`src/rtl/rvne_mem_pkg.sv`:
```
// Shared types and sizing for the MEM stage of the RV32 + vector pipeline.
// Holds the access FSM state enum, bus/buffer widths and the beat-count helper.
package rvne_mem_pkg;

  localparam int unsigned XLEN      = 32;
  localparam int unsigned MAX_BEATS = 8;
  localparam int unsigned BEAT_W    = $clog2(MAX_BEATS + 1);
  localparam int unsigned SLOT_W    = $clog2(MAX_BEATS);

  typedef enum logic [1:0] {
    IDLE = 2'd0,
    REQ  = 2'd1,
    WAIT = 2'd2,
    DONE = 2'd3
  } mem_state_e;

  // Words moved by one access: vector loads fetch 2^VL words, everything else one.
  function automatic logic [BEAT_W-1:0] beat_count(input logic [1:0] vl, input logic is_vload);
    logic [BEAT_W-1:0] n;
    n = is_vload ? (BEAT_W'(1) << vl) : BEAT_W'(1);
    return n;
  endfunction

endpackage

```
`src/rtl/mem_access_stage_if.sv`:
```
// Data-memory bus between the MEM stage (master) and the memory (slave).
// Signals: dmem_req/dmem_we/dmem_addr/dmem_wdata (master -> slave),
//          dmem_ready/dmem_rvalid/dmem_rdata (slave -> master).
// A request is accepted on a cycle with dmem_req & dmem_ready; read data
// returns in order on dmem_rvalid, one request outstanding at a time.
interface mem_access_stage_if;
  import rvne_mem_pkg::*;

  logic            dmem_req;
  logic            dmem_we;
  logic [XLEN-1:0] dmem_addr;
  logic [XLEN-1:0] dmem_wdata;
  logic            dmem_ready;
  logic            dmem_rvalid;
  logic [XLEN-1:0] dmem_rdata;

  modport master (
    output dmem_req, dmem_we, dmem_addr, dmem_wdata,
    input  dmem_ready, dmem_rvalid, dmem_rdata
  );

  modport slave (
    input  dmem_req, dmem_we, dmem_addr, dmem_wdata,
    output dmem_ready, dmem_rvalid, dmem_rdata
  );

endinterface

```
`src/rtl/mem_load_buffer.sv`:
```
// MAX_BEATS x XLEN assembler for multi-beat loads.
// Ports: clk, reset (async, active-high), clear (zero all slots),
//        we + slot + wdata (write one word), data (flat view, word k at [32k+31:32k]).
module mem_load_buffer
  import rvne_mem_pkg::*;
(
  input  logic                      clk,
  input  logic                      reset,
  input  logic                      clear,
  input  logic                      we,
  input  logic [SLOT_W-1:0]         slot,
  input  logic [XLEN-1:0]           wdata,
  output logic [MAX_BEATS*XLEN-1:0] data
);

  logic [XLEN-1:0] word_q [MAX_BEATS];

  // Clear has priority so a new load never sees words of the previous one.
  always_ff @(posedge clk or posedge reset) begin
    if (reset) begin
      for (int i = 0; i < MAX_BEATS; i++) word_q[i] <= '0;
    end else if (clear) begin
      for (int i = 0; i < MAX_BEATS; i++) word_q[i] <= '0;
    end else if (we) begin
      word_q[slot] <= wdata;
    end
  end

  // Flatten for the WB bundle.
  always_comb begin
    data = '0;
    for (int i = 0; i < MAX_BEATS; i++) data[i*XLEN +: XLEN] = word_q[i];
  end

endmodule

```
`src/rtl/mem_access_stage.sv`:
```
// MEM stage: drives the data-memory bus for EX/MEM loads/stores, sequences
// multi-beat vector loads, resolves branches and registers the WB bundle.
// Ports: clk, reset (async, active-high); EX/MEM inputs (adder_in, zero_in,
//        alu_result_in, writedata_in, rd_in, controls, VL_in); pcsrc and
//        branch_target (combinational); stall (combinational hold of
//        upstream); bus (mem_access_stage_if.master); wb_* bundle and misalign.
// Build option: MEM_MISALIGN_CHECK_EN - when defined, a mem op whose address
//        has non-zero low bits skips the bus and retires with misalign = 1 and
//        register writes suppressed; otherwise the address is word-aligned.
module mem_access_stage
  import rvne_mem_pkg::*;
(
  input  logic                      clk,
  input  logic                      reset,
  input  logic [XLEN-1:0]           adder_in,
  input  logic                      zero_in,
  input  logic [XLEN-1:0]           alu_result_in,
  input  logic [XLEN-1:0]           writedata_in,
  input  logic [4:0]                rd_in,
  input  logic                      branch_in,
  input  logic                      memtoreg_in,
  input  logic                      memwrite_in,
  input  logic                      regwrite_in,
  input  logic                      WVRwrite_in,
  input  logic                      SVRwrite_in,
  input  logic [1:0]                VL_in,
  output logic                      pcsrc,
  output logic [XLEN-1:0]           branch_target,
  output logic                      stall,
  mem_access_stage_if.master        bus,
  output logic                      wb_valid,
  output logic [4:0]                wb_rd,
  output logic                      wb_regwrite,
  output logic                      wb_memtoreg,
  output logic                      wb_WVRwrite,
  output logic                      wb_SVRwrite,
  output logic [XLEN-1:0]           wb_alu_result,
  output logic [MAX_BEATS*XLEN-1:0] wb_load_data,
  output logic                      misalign
);

  mem_state_e       state_q, state_d;
  logic [BEAT_W-1:0] beat_q, beat_d, beat_inc, n_beats;
  logic             req_d, we_d;
  logic [XLEN-1:0]  addr_d, wdata_d, addr_first, addr_next;
  logic             mem_op, any_ctrl, misaligned;
  logic             buf_clear, buf_we, wb_capture, wb_valid_d, misalign_d;

  assign pcsrc         = branch_in & zero_in;
  assign branch_target = adder_in;
  assign mem_op        = memtoreg_in | memwrite_in;
  assign any_ctrl      = branch_in | memtoreg_in | memwrite_in | regwrite_in | WVRwrite_in | SVRwrite_in;
  assign stall         = (state_q != DONE) & ((state_q != IDLE) | mem_op);
  assign n_beats       = beat_count(VL_in, memtoreg_in & WVRwrite_in);
  assign beat_inc      = beat_q + BEAT_W'(1);

  // Word addresses; the 30-bit add wraps exactly like base + 4*beat mod 2^32.
  assign addr_first = {alu_result_in[XLEN-1:2], 2'b00};
  assign addr_next  = {alu_result_in[XLEN-1:2] + (XLEN-2)'(beat_inc), 2'b00};

`ifdef MEM_MISALIGN_CHECK_EN
  assign misaligned = mem_op & (alu_result_in[1:0] != 2'b00);
`else
  assign misaligned = 1'b0;
`endif

  // Next-state and next bus/WB values.
  always_comb begin
    state_d    = state_q;
    beat_d     = beat_q;
    req_d      = bus.dmem_req;
    we_d       = bus.dmem_we;
    addr_d     = bus.dmem_addr;
    wdata_d    = bus.dmem_wdata;
    buf_clear  = 1'b0;
    buf_we     = 1'b0;
    wb_capture = 1'b0;
    wb_valid_d = 1'b0;
    misalign_d = 1'b0;
    unique case (state_q)
      IDLE: begin
        if (mem_op) begin
          beat_d    = '0;
          buf_clear = memtoreg_in;
          if (misaligned) begin
            state_d = DONE;
          end else begin
            state_d = REQ;
            req_d   = 1'b1;
            we_d    = memwrite_in;
            addr_d  = addr_first;
            wdata_d = writedata_in;
          end
        end else begin
          // Single-cycle op or bubble retires straight from IDLE.
          wb_capture = 1'b1;
          wb_valid_d = any_ctrl;
        end
      end
      REQ: begin
        if (bus.dmem_ready) begin
          req_d   = 1'b0;
          we_d    = 1'b0;
          state_d = memwrite_in ? DONE : WAIT;
        end
      end
      WAIT: begin
        if (bus.dmem_rvalid) begin
          buf_we = 1'b1;
          beat_d = beat_inc;
          if (beat_inc < n_beats) begin
            state_d = REQ;
            req_d   = 1'b1;
            addr_d  = addr_next;
          end else begin
            state_d = DONE;
          end
        end
      end
      DONE: begin
        wb_capture = 1'b1;
        wb_valid_d = 1'b1;
        misalign_d = misaligned;
        beat_d     = '0;
        state_d    = IDLE;
      end
      default: state_d = IDLE;
    endcase
  end

  // State, bus and WB registers.
  always_ff @(posedge clk or posedge reset) begin
    if (reset) begin
      state_q        <= IDLE;
      beat_q         <= '0;
      bus.dmem_req   <= 1'b0;
      bus.dmem_we    <= 1'b0;
      bus.dmem_addr  <= '0;
      bus.dmem_wdata <= '0;
      wb_valid       <= 1'b0;
      wb_rd          <= '0;
      wb_regwrite    <= 1'b0;
      wb_memtoreg    <= 1'b0;
      wb_WVRwrite    <= 1'b0;
      wb_SVRwrite    <= 1'b0;
      wb_alu_result  <= '0;
      misalign       <= 1'b0;
    end else begin
      state_q        <= state_d;
      beat_q         <= beat_d;
      bus.dmem_req   <= req_d;
      bus.dmem_we    <= we_d;
      bus.dmem_addr  <= addr_d;
      bus.dmem_wdata <= wdata_d;
      wb_valid       <= wb_valid_d;
      misalign       <= misalign_d;
      if (wb_capture) begin
        wb_rd         <= rd_in;
        wb_regwrite   <= regwrite_in & ~misaligned;
        wb_memtoreg   <= memtoreg_in;
        wb_WVRwrite   <= WVRwrite_in & ~misaligned;
        wb_SVRwrite   <= SVRwrite_in & ~misaligned;
        wb_alu_result <= alu_result_in;
      end
    end
  end

  mem_load_buffer u_load_buffer (
    .clk   (clk),
    .reset (reset),
    .clear (buf_clear),
    .we    (buf_we),
    .slot  (SLOT_W'(beat_q)),
    .wdata (bus.dmem_rdata),
    .data  (wb_load_data)
  );

endmodule

```
`src/flat_wrapper.sv`:
```
// flat-port wrapper written by rule: the top's interface ports become plain ports
module mem_access_stage_flat import rvne_mem_pkg::*;
  (clk, reset, adder_in, zero_in, alu_result_in, writedata_in, rd_in, branch_in, memtoreg_in, memwrite_in, regwrite_in, WVRwrite_in, SVRwrite_in, VL_in, pcsrc, branch_target, stall, wb_valid, wb_rd, wb_regwrite, wb_memtoreg, wb_WVRwrite, wb_SVRwrite, wb_alu_result, wb_load_data, misalign, bus_dmem_req, bus_dmem_we, bus_dmem_addr, bus_dmem_wdata, bus_dmem_ready, bus_dmem_rvalid, bus_dmem_rdata);
  mem_access_stage_if bus_i ();
  input  logic clk;
  input  logic reset;
  input  logic [XLEN-1:0] adder_in;
  input  logic zero_in;
  input  logic [XLEN-1:0] alu_result_in;
  input  logic [XLEN-1:0] writedata_in;
  input  logic [4:0] rd_in;
  input  logic branch_in;
  input  logic memtoreg_in;
  input  logic memwrite_in;
  input  logic regwrite_in;
  input  logic WVRwrite_in;
  input  logic SVRwrite_in;
  input  logic [1:0] VL_in;
  output logic pcsrc;
  output logic [XLEN-1:0] branch_target;
  output logic stall;
  output logic wb_valid;
  output logic [4:0] wb_rd;
  output logic wb_regwrite;
  output logic wb_memtoreg;
  output logic wb_WVRwrite;
  output logic wb_SVRwrite;
  output logic [XLEN-1:0] wb_alu_result;
  output logic [MAX_BEATS*XLEN-1:0] wb_load_data;
  output logic misalign;
  output wire logic [$bits(bus_i.dmem_req)-1:0] bus_dmem_req;
  output wire logic [$bits(bus_i.dmem_we)-1:0] bus_dmem_we;
  output wire logic [$bits(bus_i.dmem_addr)-1:0] bus_dmem_addr;
  output wire logic [$bits(bus_i.dmem_wdata)-1:0] bus_dmem_wdata;
  input wire logic [$bits(bus_i.dmem_ready)-1:0] bus_dmem_ready;
  input wire logic [$bits(bus_i.dmem_rvalid)-1:0] bus_dmem_rvalid;
  input wire logic [$bits(bus_i.dmem_rdata)-1:0] bus_dmem_rdata;
  assign bus_dmem_req = bus_i.dmem_req;
  assign bus_dmem_we = bus_i.dmem_we;
  assign bus_dmem_addr = bus_i.dmem_addr;
  assign bus_dmem_wdata = bus_i.dmem_wdata;
  assign bus_i.dmem_ready = bus_dmem_ready;
  assign bus_i.dmem_rvalid = bus_dmem_rvalid;
  assign bus_i.dmem_rdata = bus_dmem_rdata;
  mem_access_stage u_core (.clk(clk), .reset(reset), .adder_in(adder_in), .zero_in(zero_in), .alu_result_in(alu_result_in), .writedata_in(writedata_in), .rd_in(rd_in), .branch_in(branch_in), .memtoreg_in(memtoreg_in), .memwrite_in(memwrite_in), .regwrite_in(regwrite_in), .WVRwrite_in(WVRwrite_in), .SVRwrite_in(SVRwrite_in), .VL_in(VL_in), .pcsrc(pcsrc), .branch_target(branch_target), .stall(stall), .bus(bus_i), .wb_valid(wb_valid), .wb_rd(wb_rd), .wb_regwrite(wb_regwrite), .wb_memtoreg(wb_memtoreg), .wb_WVRwrite(wb_WVRwrite), .wb_SVRwrite(wb_SVRwrite), .wb_alu_result(wb_alu_result), .wb_load_data(wb_load_data), .misalign(misalign));
endmodule
```
`config.mk`:
```
export PLATFORM = sky130hd
export DESIGN_NAME = mem_access_stage_flat
export DESIGN_NICKNAME = d
export VERILOG_FILES = /design/src/rtl/rvne_mem_pkg.sv /design/src/rtl/mem_access_stage_if.sv /design/src/rtl/mem_load_buffer.sv /design/src/rtl/mem_access_stage.sv /design/src/flat_wrapper.sv
export SDC_FILE = /design/constraint.sdc
export NUM_CORES = 1
export LEC_CHECK = 0
export CAP_MARGIN = 20
export CORE_AREA = 10 10 206 208
export DETAILED_ROUTE_END_ITERATION = 10
export DIE_AREA = 0 0 216 218
export GPL_TIMING_DRIVEN = 0
export PLACE_DENSITY_LB_ADDON = 0.15
export SLEW_MARGIN = 5
export SYNTH_ARGS = -nofsm -noshare
export SYNTH_HDL_FRONTEND = slang
export SYNTH_HIERARCHICAL = 1
export SYNTH_SLANG_ARGS = --single-unit
```
`constraint.sdc`:
```
create_clock -name clk -period 11.2 [get_ports clk]
set_input_delay 3.36 -clock clk [delete_from_list [all_inputs] [get_ports clk]]
set_output_delay 3.36 -clock clk [all_outputs]
set_load 0.1 [all_outputs]
```
# ---- Word level (Yosys, flattened, before mapping)
# Cells that the tools add are included.
dict set report op_classes {
  muxes 34
  n_eq_ne 8
  reduce_logical 14
  div 0
  order_cmp 3
  multipliers 0
  bitwise_logic 11
  addsub 2
  n_shift 1
}
# operator n
set op_table {}
lappend op_table {{256-bit two-way mux} 2}
lappend op_table {{256-bit bitwise mux} 1}
lappend op_table {{32-bit two-way mux} 4}
lappend op_table {{32-bit demux with 3-bit select} 1}
lappend op_table {{32-bit case mux with 2 select lines} 1}
lappend op_table {{30-bit by 4-bit adder with 30-bit output} 1}
lappend op_table {{1-bit two-way mux} 12}
lappend op_table {{4-bit two-way mux} 3}
lappend op_table {{4-bit case mux with 3 select lines} 1}
lappend op_table {{3-bit AND reduction} 3}
lappend op_table {{2-bit two-way mux} 4}
lappend op_table {{2-bit case mux with 4 select lines} 1}
lappend op_table {{2-bit nonzero test} 4}
lappend op_table {{1-bit OR} 7}
lappend op_table {{2-bit inequality test, second input constant} 3}
lappend op_table {{1-bit case mux with 2 select lines} 3}
lappend op_table {{3-bit nonzero test} 2}
lappend op_table {{5-bit AND reduction} 1}
lappend op_table {{4-bit by 1-bit adder with 4-bit output, second input constant} 1}
lappend op_table {{2-bit == test, second input constant} 2}
lappend op_table {{4-bit >= comparator, second input constant} 1}
lappend op_table {{4-bit by 1-bit less-than comparator with 1-bit output, second input constant} 1}
lappend op_table {{4-bit less-than comparator} 1}
lappend op_table {{2-bit by 1-bit inequality test with 1-bit output, second input constant} 2}
lappend op_table {{9 further kinds} 11}
dict set report word_totals {
  in_bits 146
  register_bits 370
  word_cells 94
  ram_bits 0
  romBits 0
  memories 0
  latchBits 0
  output_inout_bits 399
}

# ---- Depth between registers and ports, before layout
# Gate-level depths: netlist of run 1.
dict set report logic_depth {
  depth_word 8
  depth_mapped 10
  mapped_depth_nobuf 9
}

# ---- Modules after synthesis
# Netlist of run 1, hierarchy kept.
# module cells_per_inst area_each_um2 n_inst seq_area_each_um2
set modules_own_cells {}
lappend modules_own_cells {mem_load_buffer 906 11294.6 1 6406.1}
lappend modules_own_cells {mem_access_stage 469 5455.2 1 2802.7}

# ---- Worst setup path before layout of run 1
# No wires, ideal clock.
dict set report synth_path {
  path_type {input port to output port}
  from {in memtoreg_in}
  to {out stall}
  t_arrival_ns 4.938
  setup_slack_ns 2.902
  path_stages 2
  cell_sequence {nor2_1 > a21oi_1}
}
dict set report synth_via {
  elab_chain_len 3
}
# element line_no
set synth_lines {}
lappend synth_lines {{from (decl)} flat_wrapper.sv:13} ;# input logic memtoreg_in;
lappend synth_lines {{1-bit OR} mem_access_stage.sv:51} ;# assign mem_op = memtoreg_in | memwrite_in;
lappend synth_lines {{1-bit OR} mem_access_stage.sv:53} ;# assign stall = (state_q != DONE) & ((state_q != IDLE) | mem_op);
lappend synth_lines {{1-bit bitwise AND} mem_access_stage.sv:53}
lappend synth_lines {{to (decl)} flat_wrapper.sv:21} ;# output logic stall;
# Every way passes these cells.

# ---- Worst setup path after layout of run 1
# Ends and elaborated chain as after synthesis.

==> results of run 1 <==
==> worst paths after layout <==
check	start	slack [ps]	endpoint
setup / recovery	memtoreg_in	2290	stall
max in group asynchronous	reset	6510	u_core/u_load_buffer/data[155]
setup reg to reg	u_core/beat_q[0]	7800	u_core/bus.dmem_addr[12]
hold reg to reg	u_core/wb_alu_result[17]	500	u_core/wb_alu_result[17]
hold / removal	u_core/wb_alu_result[17]	500	u_core/wb_alu_result[17]
min in group asynchronous	reset	3390	u_core/u_load_buffer/data[235]
==> cells in the mapped netlist (all sizes together), types with 2 or more instances <==
cell,instances
nand4b,5
mux2i,260
dfrtp,368
xnor2,28
ha,13
nor3,10
nor4,8
nand4bb,3
nor4b,2
clkbuf,67
and3,2
nor3b,5
o21ai,12
nand2b,288
a21oi,36
nor2b,3
or2,2
mux2,71
xor2,2
buf,83
and2,3
nor2,38
inv,12
a211o,2
nand2,18
nand4,9
nand3,8
a21o,2
==> report_power, final <==
part	total [uW]	internal (uW)	switching (uW)
clock	1420	860	559
combinational	3680	922	2760
sequential	1760	1610	156
total	6860	3390	3470
==> final cells by class <==
| cell class | count | area share (%) |
|---|---|---|
| sequential | 368 | 38.2 |
| multi-input combinational | 847 | 28.0 |
| timing repair buffer | 514 | 21.7 |
| clock buffer | 67 | 5.52 |
| buffer | 150 | 3.20 |
| tap | 518 | 2.69 |
| clock inverter | 11 | 0.473 |
| inverter | 12 | 0.239 |
| antenna | 2 | 0.0208 |
==> stage by stage <==
step	hold slack (ps)	cell area (um2)	TNS [ps]	util (%)	total power, uW
after floorplan	470	16800	0	-	4490
after global placement	467	22500	-688880	58.8	5430
after detailed placement	491	22600	0	59.1	5470
after CTS	505	24100	0	62.9	6920
after global routing	517	24100	0	62.9	7120
final	498	24100	0	62.9	6860
==> metal layers <==
layer  GRT usage, %  share of wire (%)  up-vias
li1               -                  -     5682
met1           28.2                 39     6189
met2           41.9                 50      368
met3           8.64                8.6       66
met4           6.43                2.1        4
met5              0              0.044        -
==> flip-flops by register name, summed over array words and instances, names as in the netlist <==
register	flops
u_core/u_load_buffer/data	256
u_core/bus.dmem_wdata	32
u_core/wb_alu_result	32
u_core/bus.dmem_addr	30
u_core/wb_rd	5
u_core/beat_q	4
u_core/state_q	2
u_core/bus.dmem_req	1
u_core/bus.dmem_we	1
u_core/wb_SVRwrite	1
u_core/wb_WVRwrite	1
u_core/wb_memtoreg	1
u_core/wb_regwrite	1
u_core/wb_valid	1
==> critical path, stage by stage <==
cell	delay (ps)
clkdlybuf4s50_1	620
nor2_1	170
a21oi_1	200
clkdlybuf4s50_1	1190
==> kinds of logic after synthesis <==
| logic type | count (synthesis) |
|---|---|
| other | 1 |
| adder cells (fa/ha/maj) | 14 |
| AO/OA/AOI/OAI | 60 |
| XOR/XNOR | 30 |
| buffers and inverters | 162 |
| AND/OR/NAND/NOR | 409 |
| flip-flops | 368 |
| multiplexers | 331 |
==> placed cells by master, fill, tap and decap left out, types with 5 or more instances in the layout <==
master / synthesis / routed
a21oi_1: 33 / 33
buf_1: 13 / 13
buf_2: 30 / 30
buf_4: 35 / 35
buf_6: 5 / 5
clkbuf_1: 67 / 77
clkbuf_16: 0 / 45
clkbuf_8: 0 / 12
clkdlybuf4s50_1: 0 / 509
clkinv_2: 0 / 6
dfrtp_1: 368 / 368
ha_1: 13 / 13
inv_1: 12 / 10
mux2_2: 71 / 71
mux2i_1: 260 / 260
nand2_1: 18 / 18
nand2b_1: 288 / 288
nand3_1: 8 / 8
nand4_1: 8 / 8
nand4b_1: 5 / 5
nor2_1: 38 / 38
nor3_1: 7 / 7
nor4_1: 6 / 6
o21ai_0: 11 / 11
xnor2_1: 28 / 28
==> results_tabular.tex, run 1 <==
\begin{tabular}{lr}
\hline
Metric & Value \\
\hline
\multicolumn{2}{l}{\textbf{Clock tree}} \\
\quad Total clock buffers created by CTS & 42 \\
\quad Clock insertion delay at the later pin of the skew report & 560 ps \\
\quad CTS root buffer & clkbuf\_16 \\
\quad CTS Sinks & 368 \\
\quad Largest buffer count on any clock path & 3 \\
\quad Setup bufs post-CTS & 0 \\
\quad Number of gates resized after CTS & 0 \\
\quad CTS clock-pin slew for the worst setup and hold paths & 60 ps \\
\quad Total number of H-tree levels & 2 \\
\quad TritonCTS clock tree & yes \\
\quad Post-CTS Hold Buffers & 0 \\
\multicolumn{2}{l}{\textbf{Synthesis}} \\
\quad Number of warnings issued by yosys & 6 \\
\quad Total of flip-flops plus latches after synthesis & 368 \\
\quad Number of distinct library cells after synthesis & 53 \\
\quad Sequential share of the synthesized area & 55.0\% \\
\quad Count of flip-flops with a built-in enable after synthesis & 0 \\
\quad Cell area after technology mapping & 16700 um2 \\
\quad Share of synthesized cell area in and, or, nand and nor gates & 15.1\% \\
\quad Average size of a mapped cell & 12.2 um2 \\
\quad Async set-or-reset flop fraction in the synthesized netlist & 100\% \\
\quad Largest family of logic cells by synthesized area & multiplexers \\
\quad Area leader, netlist & dfrtp\_1 \\
\quad Dominant synthesized flop cell & dfrtp\_1 \\
\quad Synthesized netlist cell count & 1375 \\
\quad Area contributors post-synth & dfrtp\_1 55\%, mux2i\_1 16\%, nand2b\_1 11\%, mux2\_2 4.8\%, buf\_4 1.6\% \\
\quad Post-synthesis xor/xnor area fraction & 1.57\% \\
\quad Post-synthesis adder-cell area fraction & 1.09\% \\
\quad Portion of synthesized cell area occupied by the leading cell type & 55.0\% \\
\quad Mux contribution to synthesized area & 20.3\% \\
\quad Compound-Gate Fraction of Synth Area & 2.07\% \\
\multicolumn{2}{l}{\textbf{Floorplan}} \\
\quad Top Ports & 545 \\
\quad Die area & 47100 um2 \\
\quad Std cell rows & 72 \\
\quad Horiz. Die Dim & 216 um \\
\quad Chip height & 218 um \\
\quad Core footprint & 38300 um2 \\
\quad Effective utilization at floorplan & 43.7\% \\
\multicolumn{2}{l}{\textbf{GRT}} \\
\quad Pin count of the biggest net entering global routing & 105 \\
\quad Number of global-route vias before repair & 13200 \\
\quad First-pass GRT wire length & 87.1 mm \\
\quad Number of antenna violations at the first check in global routing & 4 \\
\quad Final global-route overflow total & 0 \\
\quad Overall Global Routing Usage & 24.3\% \\
\multicolumn{2}{l}{\textbf{Layout}} \\
\quad Net count, final & 2095 \\
\quad Post-Layout Cell Count & 2489 \\
\quad Area Overhead vs Synth & 43.8\% \\
\quad Area of the multi-input gates & 6730 um2 \\
\quad FILL cells & 3090 \\
\quad Total area of sequential cells & 9210 um2 \\
\quad Fraction of final layout cells sized beyond drive strength 1 & 11.7\% \\
\multicolumn{2}{l}{\textbf{STA}} \\
\quad Final critical delay including setup and external delays & 8910 ps \\
\quad Final Max Slew Viols & 0 \\
\quad Final clock period utilization by the worst path & 79.6\% \\
\quad Crit path setup slack, layout & 2290 ps \\
\quad Highest Clock Rate & 112 MHz \\
\quad Slew at the pin closest to its max-slew limit & 1230 ps \\
\quad Max transition margin & 17.8\% \\
\quad Number of hold-slack violations in the final timing report & 0 \\
\quad Number of setup violations in the final report & 0 \\
\quad Unrepaired setup endpoints after global routing & false \\
\quad Clock Skew & 13.5 ps \\
\multicolumn{2}{l}{\textbf{Power}} \\
\quad Leakage & 0.0115 uW \\
\quad Pwr dens & 285 nW/um2 \\
\quad IR Drop Worst-Case VDD & 0.000315 V \\
\multicolumn{2}{l}{\textbf{Routing}} \\
\quad Per-cell via count in the routed design & 4.95 \\
\quad Aggregate routed wire length & 58.7 mm \\
\quad Count of nets left with antenna violations after detail routing & 0 \\
\quad Final routed wire length divided by cell count & 23.6 um \\
\quad DR pass1 iterations & 4 \\
\quad Number of DRC markers after the initial detailed-route iteration & 689 \\
\quad Overall via count from detail\_route & 12300 \\
\quad Drt drc & 0 \\
\multicolumn{2}{l}{\textbf{Placed design}} \\
\quad Half-perimeter wire length after detailed placement & 44.8 mm \\
\quad Number of I/O port buffers & 509 \\
\quad Minimum setup slack after placement & 2290 ps \\
\quad GPL Wtd Cong & 0.865 \\
\quad Instance count after placement with tap cells included & 2409 \\
\multicolumn{2}{l}{\textbf{Critical path}} \\
\quad Arrival time of data at the critical path endpoint & 5550 ps \\
\quad Type of the worst setup path & primary input to primary output \\
\quad CP startpoint kind & primary input \\
\quad Cells on worst reg2reg path & 9 \\
\quad CP Max Fanout & 8 \\
\quad Endpoint type of the worst setup path & primary output \\
\quad Required time of the critical path & 7840 ps \\
\multicolumn{2}{l}{\textbf{Min path}} \\
\quad Class of the tightest hold or removal check & register to register \\
\quad Number of cells traversed by the worst hold path & 2 \\
\multicolumn{2}{l}{\textbf{Status}} \\
\quad Run status & complete, no violations \\
\multicolumn{2}{l}{\textbf{Job}} \\
\quad Number of max-capacitance violations reported & 0 \\
\hline
\end{tabular}
Note: power is estimated with default switching activity, not from simulation.
==> inputs of run 2 (changes only) <==
Settings changed: CORE_AREA 10 10 206 208 to default, CORE_MARGIN from default to 10, CORE_UTILIZATION from default to 42, DIE_AREA 0 0 216 218 to default.
Clock period 11.2 ns to 8.1 ns, I/O delays scaled along.
==> results_tabular.tex, run 2 (synthesized netlist as in run 1, its figures left out) <==
\begin{tabular}{lr}
\hline
Metric & Value \\
\hline
\multicolumn{2}{l}{\textbf{GRT}} \\
\quad Number of antenna violations at the first check in global routing & 7 \\
\quad Final global-route overflow total & 0 \\
\quad First-pass GRT wire length & 85.5 mm \\
\quad Pin count of the biggest net entering global routing & 80 \\
\quad Number of global-route vias before repair & 13200 \\
\quad Overall Global Routing Usage & 23.5\% \\
\multicolumn{2}{l}{\textbf{Clock tree}} \\
\quad Setup bufs post-CTS & 0 \\
\quad TritonCTS clock tree & yes \\
\quad Total number of H-tree levels & 2 \\
\quad CTS clock-pin slew for the worst setup and hold paths & 70 ps \\
\quad Largest buffer count on any clock path & 3 \\
\quad CTS root buffer & clkbuf\_16 \\
\quad Total clock buffers created by CTS & 40 \\
\quad Number of gates resized after CTS & 0 \\
\quad Post-CTS Hold Buffers & 0 \\
\quad Clock insertion delay at the later pin of the skew report & 550 ps \\
\quad CTS Sinks & 368 \\
\multicolumn{2}{l}{\textbf{Floorplan}} \\
\quad Horiz. Die Dim & 220 um \\
\quad Effective utilization at floorplan & 42.4\% \\
\quad Chip height & 220 um \\
\quad Std cell rows & 73 \\
\quad Die area & 48300 um2 \\
\quad Core footprint & 39500 um2 \\
\quad Top Ports & 545 \\
\multicolumn{2}{l}{\textbf{Layout}} \\
\quad Fraction of final layout cells sized beyond drive strength 1 & 11.2\% \\
\quad Net count, final & 2097 \\
\quad Commonest cells after routing, fill and taps aside & 509 x clkdlybuf4s50\_1, 368 x dfrtp\_1, 288 x nand2b\_1, 260 x mux2i\_1, 84 x clkbuf\_1 \\
\quad Area Overhead vs Synth & 43.3\% \\
\quad Leading cell type in the layout, fill and taps excluded & clkdlybuf4s50\_1 \\
\quad Max reg flops & 256 \\
\multicolumn{2}{l}{\textbf{Routing}} \\
\quad Final routed wire length divided by cell count & 23.4 um \\
\quad Aggregate routed wire length & 58.1 mm \\
\quad Drt drc & 0 \\
\quad Per-cell via count in the routed design & 4.94 \\
\quad Count of nets left with antenna violations after detail routing & 0 \\
\quad Overall via count from detail\_route & 12300 \\
\quad Number of DRC markers after the initial detailed-route iteration & 655 \\
\quad DR pass1 iterations & 5 \\
\multicolumn{2}{l}{\textbf{STA}} \\
\quad Total negative slack & 0 ps \\
\quad Final critical delay including setup and external delays & 7050 ps \\
\quad Highest Clock Rate & 142 MHz \\
\quad Number of hold-slack violations in the final timing report & 0 \\
\quad Max transition margin & 21.4\% \\
\quad Clock Skew & 16.2 ps \\
\quad Slew at the pin closest to its max-slew limit & 1180 ps \\
\quad Crit path setup slack, layout & 1050 ps \\
\quad Final Max Slew Viols & 0 \\
\quad Number of setup violations in the final report & 0 \\
\quad Final clock period utilization by the worst path & 87.1\% \\
\quad Unrepaired setup endpoints after global routing & false \\
\multicolumn{2}{l}{\textbf{Critical path}} \\
\quad Arrival time of data at the critical path endpoint & 4620 ps \\
\quad CP Max Fanout & 8 \\
\quad Required time of the critical path & 5670 ps \\
\quad Endpoint type of the worst setup path & primary output \\
\quad CP startpoint kind & primary input \\
\quad Type of the worst setup path & primary input to primary output \\
\multicolumn{2}{l}{\textbf{Placed design}} \\
\quad Minimum setup slack after placement & 1040 ps \\
\quad GPL Wtd Cong & 0.856 \\
\quad Number of I/O port buffers & 509 \\
\quad Half-perimeter wire length after detailed placement & 44.5 mm \\
\multicolumn{2}{l}{\textbf{Min path}} \\
\quad Class of the tightest hold or removal check & register to register \\
\multicolumn{2}{l}{\textbf{Power}} \\
\quad IR Drop Worst-Case VDD & 0.000397 V \\
\quad Total net switching power & 4760 uW \\
\quad Leakage & 0.0114 uW \\
\quad Fraction of power consumed by sequential logic & 25.9\% \\
\quad Internal Dissipation & 4600 uW \\
\quad Switching Fraction & 50.9\% \\
\quad Pwr dens & 390 nW/um2 \\
\quad Fraction of power consumed by combinational cells & 54.4\% \\
\quad Power share of the clock group & 19.7\% \\
\multicolumn{2}{l}{\textbf{Job}} \\
\quad Number of max-capacitance violations reported & 0 \\
\multicolumn{2}{l}{\textbf{Status}} \\
\quad Run status & complete, no violations \\
\hline
\end{tabular}
[run 2: cell count changes in the layout (fill, tap and decap cells not counted), moves of 2 or more]
cell	delta
clkbuf_1	+7
clkbuf_8	-7
buf_12	+6
clkinv_2	-5
clkbuf_16	-4
buf_16	-2
bufinv_16	+2
[run 2: critical path, cell delays in order]
cell and delay [ps]:
clkdlybuf4s50_1 630, nor2_1 170, a21oi_1 200, clkdlybuf4s50_1 1190
[run 2: metrics by stage]
stage          power (uW)  instance area, um2  utilization (%)  instances  hold slack (ps)
2_1_floorplan        6210               16800                -       1377              470
3_3_place_gp         7530               22500             56.9       2411              465
3_5_place_dp         7580               22700             57.4       2420              469
4_1_cts              9460               24000             60.7       2489              484
5_1_grt              9740               24000             60.7       2489              523
6_report             9370               24000             60.7       2490              492
[run 2: final timing paths]
path	cells after the start	from	to	slack, ps
max	4	memtoreg_in	stall	1050
min	2	u_core/wb_alu_result[17]	u_core/wb_alu_result[17]	490
max reg2reg	10	u_core/state_q[1]	u_core/u_load_buffer/data[100]	4420
min reg2reg	2	u_core/wb_alu_result[17]	u_core/wb_alu_result[17]	490
max in group asynchronous	5	reset	u_core/u_load_buffer/data[185]	4680
min in group asynchronous	2	reset	u_core/bus.dmem_wdata[3]	2320
[run 2: metal layers]
layer  global-route usage (%)  routed length (um)  share of wire (%)  vias to the layer above
met2                     40.3               29100                 50                      357
li1                         -                   -                  -                     5672
met1                     26.7               22100                 38                     6184
met3                     9.97                5660                9.7                       70
met4                     5.73                1190                2.0                       12
met5                        0                  86               0.15                        -
[run 2: area by class of cell]
| type | count | area [um2] |
|---|---|---|
| fillers | 3246 | 15500 |
| flip-flops and latches | 368 | 9210 |
| multi-input cells | 847 | 6730 |
| repair buffers | 518 | 5280 |
| clock buffers | 63 | 1160 |
| plain buffers | 150 | 769 |
| well taps | 525 | 657 |
| clock inverters | 6 | 133 |
| inverters | 12 | 53.8 |
| diodes | 1 | 2.50 |
[run 2: power by group through the flow]
stage,Clock [uW],Combinational (uW),Sequential (uW)
global placement,0,5090,2440
detailed placement,0,5120,2450
global route,1970,5300,2480
floorplan,0,1150,5060
CTS,1890,5140,2430
finish,1840,5090,2430
